**config.mk**
```make
export PLATFORM = sky130hd
export DESIGN_NAME = req_level_sequencer
export DESIGN_NICKNAME = d
export VERILOG_FILES = /design/src/rtl/req_level_sequencer.sv
export SDC_FILE = /design/constraint.sdc
export NUM_CORES = 1
export LEC_CHECK = 0
export CORE_AREA = 2 2 39 41
export DETAILED_ROUTE_END_ITERATION = 8
export DIE_AREA = 0 0 41 43
export PLACE_DENSITY = 0.79
export SLEW_MARGIN = 30
export SYNTH_ARGS = -nofsm -noshare
export SYNTH_HDL_FRONTEND = slang
export SYNTH_SLANG_ARGS = --single-unit
```
**constraint.sdc**
```tcl
create_clock -name clk -period 1.7 [get_ports clk]
set_input_delay 0.17 -clock clk [delete_from_list [all_inputs] [get_ports clk]]
set_output_delay 0.17 -clock clk [all_outputs]
set_load 0.01 [all_outputs]
```
**src/rtl/req_level_sequencer.sv**
```systemverilog
// Round-robin sequencer: turns sticky request levels into one engine operation at a time,
// then pulses a one-hot clear back to the serviced source. Optional WAIT timeout: REQ_SEQ_TIMEOUT_EN.
module req_level_sequencer #(
    parameter int NUM_REQ = 4,
`ifdef REQ_SEQ_TIMEOUT_EN
    parameter int TIMEOUT_CYCLES = 255,
`endif
    localparam int SEL_W = (NUM_REQ > 1) ? $clog2(NUM_REQ) : 1
) (
    input  logic               clk,
    input  logic               reset_n,
    input  logic [NUM_REQ-1:0] req_level,
    output logic [NUM_REQ-1:0] req_clear,
    output logic               op_start,
    output logic [SEL_W-1:0]   op_sel,
    input  logic               op_done,
`ifdef REQ_SEQ_TIMEOUT_EN
    output logic               op_timeout,
`endif
    output logic               busy
);

    typedef enum logic [1:0] {
        IDLE  = 2'd0,
        ISSUE = 2'd1,
        WAIT  = 2'd2,
        CLEAR = 2'd3
    } state_t;

    state_t             state_q, state_d;
    logic [SEL_W-1:0]   rr_ptr_q, rr_ptr_d;
    logic [SEL_W-1:0]   op_sel_q, op_sel_d;
    logic               op_start_q, op_start_d;
    logic               busy_q, busy_d;
    logic [NUM_REQ-1:0] req_clear_q, req_clear_d;

    logic [SEL_W-1:0]   cand_idx [NUM_REQ];
    logic [NUM_REQ-1:0] req_rot;
    logic [SEL_W-1:0]   grant_idx;

`ifdef REQ_SEQ_TIMEOUT_EN
    localparam int TO_W = $clog2(TIMEOUT_CYCLES + 1);
    logic [TO_W-1:0] wait_cnt_q, wait_cnt_d;
    logic            op_timeout_q, op_timeout_d;
`endif

    // Slot gi of req_rot is the request gi positions above rr_ptr, wrapping modulo NUM_REQ.
    genvar gi;
    generate
        for (gi = 0; gi < NUM_REQ; gi++) begin : g_slot
            logic [SEL_W:0] sum;
            assign sum = {1'b0, rr_ptr_q} + (SEL_W+1)'(gi);
            assign cand_idx[gi] = (sum >= (SEL_W+1)'(NUM_REQ)) ?
                                  SEL_W'(sum - (SEL_W+1)'(NUM_REQ)) : sum[SEL_W-1:0];
            assign req_rot[gi]     = req_level[cand_idx[gi]];
            assign req_clear_d[gi] = (state_d == CLEAR) && (op_sel_d == SEL_W'(gi));
        end
    endgenerate

    always_comb begin
        grant_idx = rr_ptr_q;
        for (int i = NUM_REQ - 1; i >= 0; i--) begin
            if (req_rot[i]) begin
                grant_idx = cand_idx[i];
            end
        end
    end

    always_comb begin
        state_d  = state_q;
        rr_ptr_d = rr_ptr_q;
        op_sel_d = op_sel_q;
        case (state_q)
            IDLE: begin
                if (|req_level) begin
                    op_sel_d = grant_idx;
                    state_d  = ISSUE;
                end
            end
            ISSUE: state_d = WAIT;
            WAIT: begin
                if (op_done) begin
                    state_d = CLEAR;
                end
`ifdef REQ_SEQ_TIMEOUT_EN
                else if (op_timeout_q) begin
                    state_d = CLEAR;
                end
`endif
            end
            CLEAR: begin
                rr_ptr_d = (op_sel_q == SEL_W'(NUM_REQ - 1)) ? '0 : op_sel_q + 1'b1;
                state_d  = IDLE;
            end
            default: state_d = IDLE;
        endcase
        op_start_d = (state_d == ISSUE);
        busy_d     = (state_d != IDLE);
    end

`ifdef REQ_SEQ_TIMEOUT_EN
    // op_timeout is raised for the final permitted WAIT cycle, which then exits to CLEAR.
    always_comb begin
        wait_cnt_d   = (state_q == WAIT) ? wait_cnt_q + 1'b1 : '0;
        op_timeout_d = (state_d == WAIT) && (wait_cnt_d == TO_W'(TIMEOUT_CYCLES - 1));
    end

    always_ff @(posedge clk) begin
        if (!reset_n) begin
            wait_cnt_q   <= '0;
            op_timeout_q <= 1'b0;
        end else begin
            wait_cnt_q   <= wait_cnt_d;
            op_timeout_q <= op_timeout_d;
        end
    end

    assign op_timeout = op_timeout_q;
`endif

    always_ff @(posedge clk) begin
        if (!reset_n) begin
            state_q     <= IDLE;
            rr_ptr_q    <= '0;
            op_sel_q    <= '0;
            op_start_q  <= 1'b0;
            busy_q      <= 1'b0;
            req_clear_q <= '0;
        end else begin
            state_q     <= state_d;
            rr_ptr_q    <= rr_ptr_d;
            op_sel_q    <= op_sel_d;
            op_start_q  <= op_start_d;
            busy_q      <= busy_d;
            req_clear_q <= req_clear_d;
        end
    end

    assign op_start  = op_start_q;
    assign op_sel    = op_sel_q;
    assign busy      = busy_q;
    assign req_clear = req_clear_q;

endmodule
```
==> impl_metrics.py <==
metrics = {
    "setup_path": {
        "worst_ep_required_time_ns": 1.85,
        "path_cells": "inv_1, ha_1, nor3b_1, a221o_2, nor3b_2",
        "critical_path.top_delay_family": "compound AO/OA/AOI/OAI gates",
        "critPathKind": "flop to flop",
        "ff2ff_path_depth": 5,
        "cp-start-kind": "flop",
        "cp_slowest_stage_delay_ns": 0.41,
        "end_kind": "flop",
        "path_buf_inv": 1,
        "regToRegSetupSlack_ns": 0.14,
        "crit_slowest_cell": "a221o_2",
        "cp_max_fo": 5,
        "rr_startpoint": "state_q[0]$_SDFF_PN0_",
        "r2r-end": "req_clear[1]$_SDFF_PN0_",
        "arrival_ns": 1.70,
    },
    "timing": {
        "tightest_slew_ns": 0.396,
        "finClkSkew_ns": 0.000335,
        "fmax_ghz": 0.641,
        "rsz0062_at_grt": "no",
        "finalHoldViolCount": 0,
        "fin_ws_ns": 0.141,
        "finalMaxSlewViolations": 0,
        "fin_crit_ns": 1.56,
        "finalSetupViolCount": 0,
        "slew-limit-headroom_pct": 73.3,
        "fin_crit_sh_pct": 91.7,
    },
    "clock_network": {
        "cts_sinks": 12,
        "ctsHtreeMaxLevel": 1,
        "clk_pin_slew_ns": 0.07,
        "postCtsSetupRepairBufs": 0,
        "cts.path.max_buffers": 2,
        "clock_latency_ns": 0.27,
        "tritoncts": "yes",
        "ctsResizeCount": 0,
        "cts_root_buffer": "clkbuf_4",
        "cts_buffers": 3,
        "hold_buffers": 0,
    },
    "layout": {
        "drive_above_1_share_pct": 12.0,
        "fillers": 118,
        "area.growth.synth_to_final_pct": 34.4,
        "mostFrequentLayoutCell": "clkdlybuf4s50_1",
        "layout_common_cells": "clkdlybuf4s50_1 (14), dfxtp_1 (12), inv_1 (5), ha_1 (5)",
        "antennaDiodeCount": 0,
        "final_core_util_pct": 55.4,
        "finalNetCount": 88,
    },
    "floorplanning": {
        "die_height_um": 43,
        "die-area_um2": 1760,
        "core_um2": 1380,
        "die_width_um": 41,
        "rows": 14,
        "io_pins": 15,
        "start_util_pct": 41.2,
    },
    "job": {
        "maxCapViolCount": 0,
    },
    "detailed_routing": {
        "drt_wl_total_um": 1040,
        "top_layer_used": "met4",
        "drt-met1-wl_um": 461,
        "viasPerCell": 5.23,
        "postRouteAntennaNets": 0,
        "avgRoutedWirePerCell_um": 11.4,
        "dr_wl_met2_um": 474,
        "route.detailed.drc": 0,
        "first_pass_iters": 4,
        "met3_length_um": 63,
        "via_count": 476,
        "drt_iter0_drc": 8,
    },
    "logic_synthesis": {
        "synth.distinct_cells": 23,
        "async_reset_ff_share_pct": 0,
        "synth_warnings": 0,
        "yosys-top-cells-area": "dfxtp_1 (42%), ha_1 (11%), nor3b_2 (4.4%)",
        "ys_seq_area_share_pct": 42.1,
        "avgSynthCellArea_um2": 10.0,
        "syn_nets": 69,
        "synth_seq_cells": 12,
        "synth_top_cell_by_area": "dfxtp_1",
        "ys.flop_type": "dfxtp_1",
        "synth_top_cell_area_share_pct": 42.1,
        "synth_edf_count": 0,
        "syn_area_um2": 571,
        "netlist_instances": 57,
    },
    "grt": {
        "gr-total-overflow": 0,
        "grt_pass1_wl_um": 1760,
        "grt_pass1_vias": 436,
        "grt_start_max_net_pins": 8,
        "track_usage_pct": 15.0,
        "antenna_found_initial": 0,
    },
    "hold_path": {
        "hold_start": "rr_ptr_q[0]$_SDFFE_PN0N_",
        "holdPathEnd": "rr_ptr_q[0]$_SDFFE_PN0N_",
        "hold_depth": 2,
        "hold_path_class": "flop to flop",
    },
    "placement": {
        "hpwl_um": 828,
        "io_buffers": 14,
        "gp_congestion": 0.667,
        "dp_slack_ns": -0.00634,
    },
    "outcome": {
        "status": "finished, final reports clean",
    },
    "pwr": {
        "power_density_nw_per_um2": 1320,
        "power.leakage_nw": 0.310,
        "ir_drop_mv": 0.660,
    },
}
==> where the power goes <==
group          internal [mW]  switching [mW]  leakage [nW]
clock                  0.130          0.0913        0.0210
combinational          0.205           0.198         0.191
sequential             0.349          0.0369        0.0982
==> cell families (layout without fill, tap and decap cells) <==
logic type	after synthesis	in the layout	share of synthesized area, %
simple gates	24	24	25.4
flops	12	12	42.1
compound gates	9	9	14.7
fa+ha+maj	5	5	11.0
buf+inv	5	23	3.29
mux	2	2	3.51
==> stage by stage <==
stage | std cells | power (mW) | hold WS, ns | setup TNS [ns] | instance area, um^2
2_1_floorplan | 57 | 0.643 | 0.292 | 0 | 571
3_5_place_dp | 87 | 0.794 | 0.543 | -0.00634 | 731
3_3_place_gp | 87 | 0.782 | 0.535 | 0 | 731
5_1_grt | 91 | 1.09 | 0.580 | 0 | 767
4_1_cts | 91 | 1.02 | 0.549 | 0 | 767
6_report | 91 | 1.01 | 0.549 | 0 | 767
==> how the worst max path moves through the flow <==
stage | end | depth (start not counted) | from
floorplan | req_clear[1]$_SDFF_PN0_ | 5 | state_q[0]$_SDFF_PN0_
finish | req_clear[1]$_SDFF_PN0_ | 5 | state_q[0]$_SDFF_PN0_
global route | req_clear[0]$_SDFF_PN0_ | 5 | state_q[0]$_SDFF_PN0_
CTS | req_clear[1]$_SDFF_PN0_ | 5 | state_q[0]$_SDFF_PN0_
global placement | req_clear[2]$_SDFF_PN0_ | 5 | req_level[1]
detailed placement | req_clear[1]$_SDFF_PN0_ | 4 | req_level[2]
==> cell type report <==
type / count / area, um^2 / share of cell area (%)
multi-input combinational: 40 / 312 / 40.6
sequential: 12 / 240 / 31.3
timing repair buffer: 14 / 140 / 18.3
clock buffer: 4 / 36.3 / 4.73
tap: 16 / 20.0 / 2.61
inverter: 5 / 18.8 / 2.45
==> synth_stat cells, drive strengths merged (2+ instances only) <==
| cell type | n |
|---|---|
| mux2i | 2 |
| inv | 5 |
| ha | 5 |
| nor3 | 2 |
| and2 | 3 |
| nor3b | 4 |
| nor2b | 3 |
| dfxtp | 12 |
| nand2b | 2 |
| nor2 | 4 |
| nand2 | 4 |
==> worst register-to-register path, stage by stage, from the launching register on <==
cell and delay (ns):
dfxtp_1 0.36, inv_1 0.10, ha_1 0.25, nor3b_1 0.15
a221o_2 0.41, nor3b_2 0.17
==> sequential cells by signal (all words and copies together) (netlist names) <==
signal,count
req_clear,4
op_sel,2
rr_ptr_q,2
state_q,2
busy,1
op_start,1
==> routing by layer <==
layer | global-route usage, % | vias up
met4 | 12.0 | 0
met2 | 22.8 | 17
met5 | 0 | -
met3 | 3.14 | 4
met1 | 16.8 | 219
li1 | - | 236
Note: power is estimated with default switching activity, not from simulation.
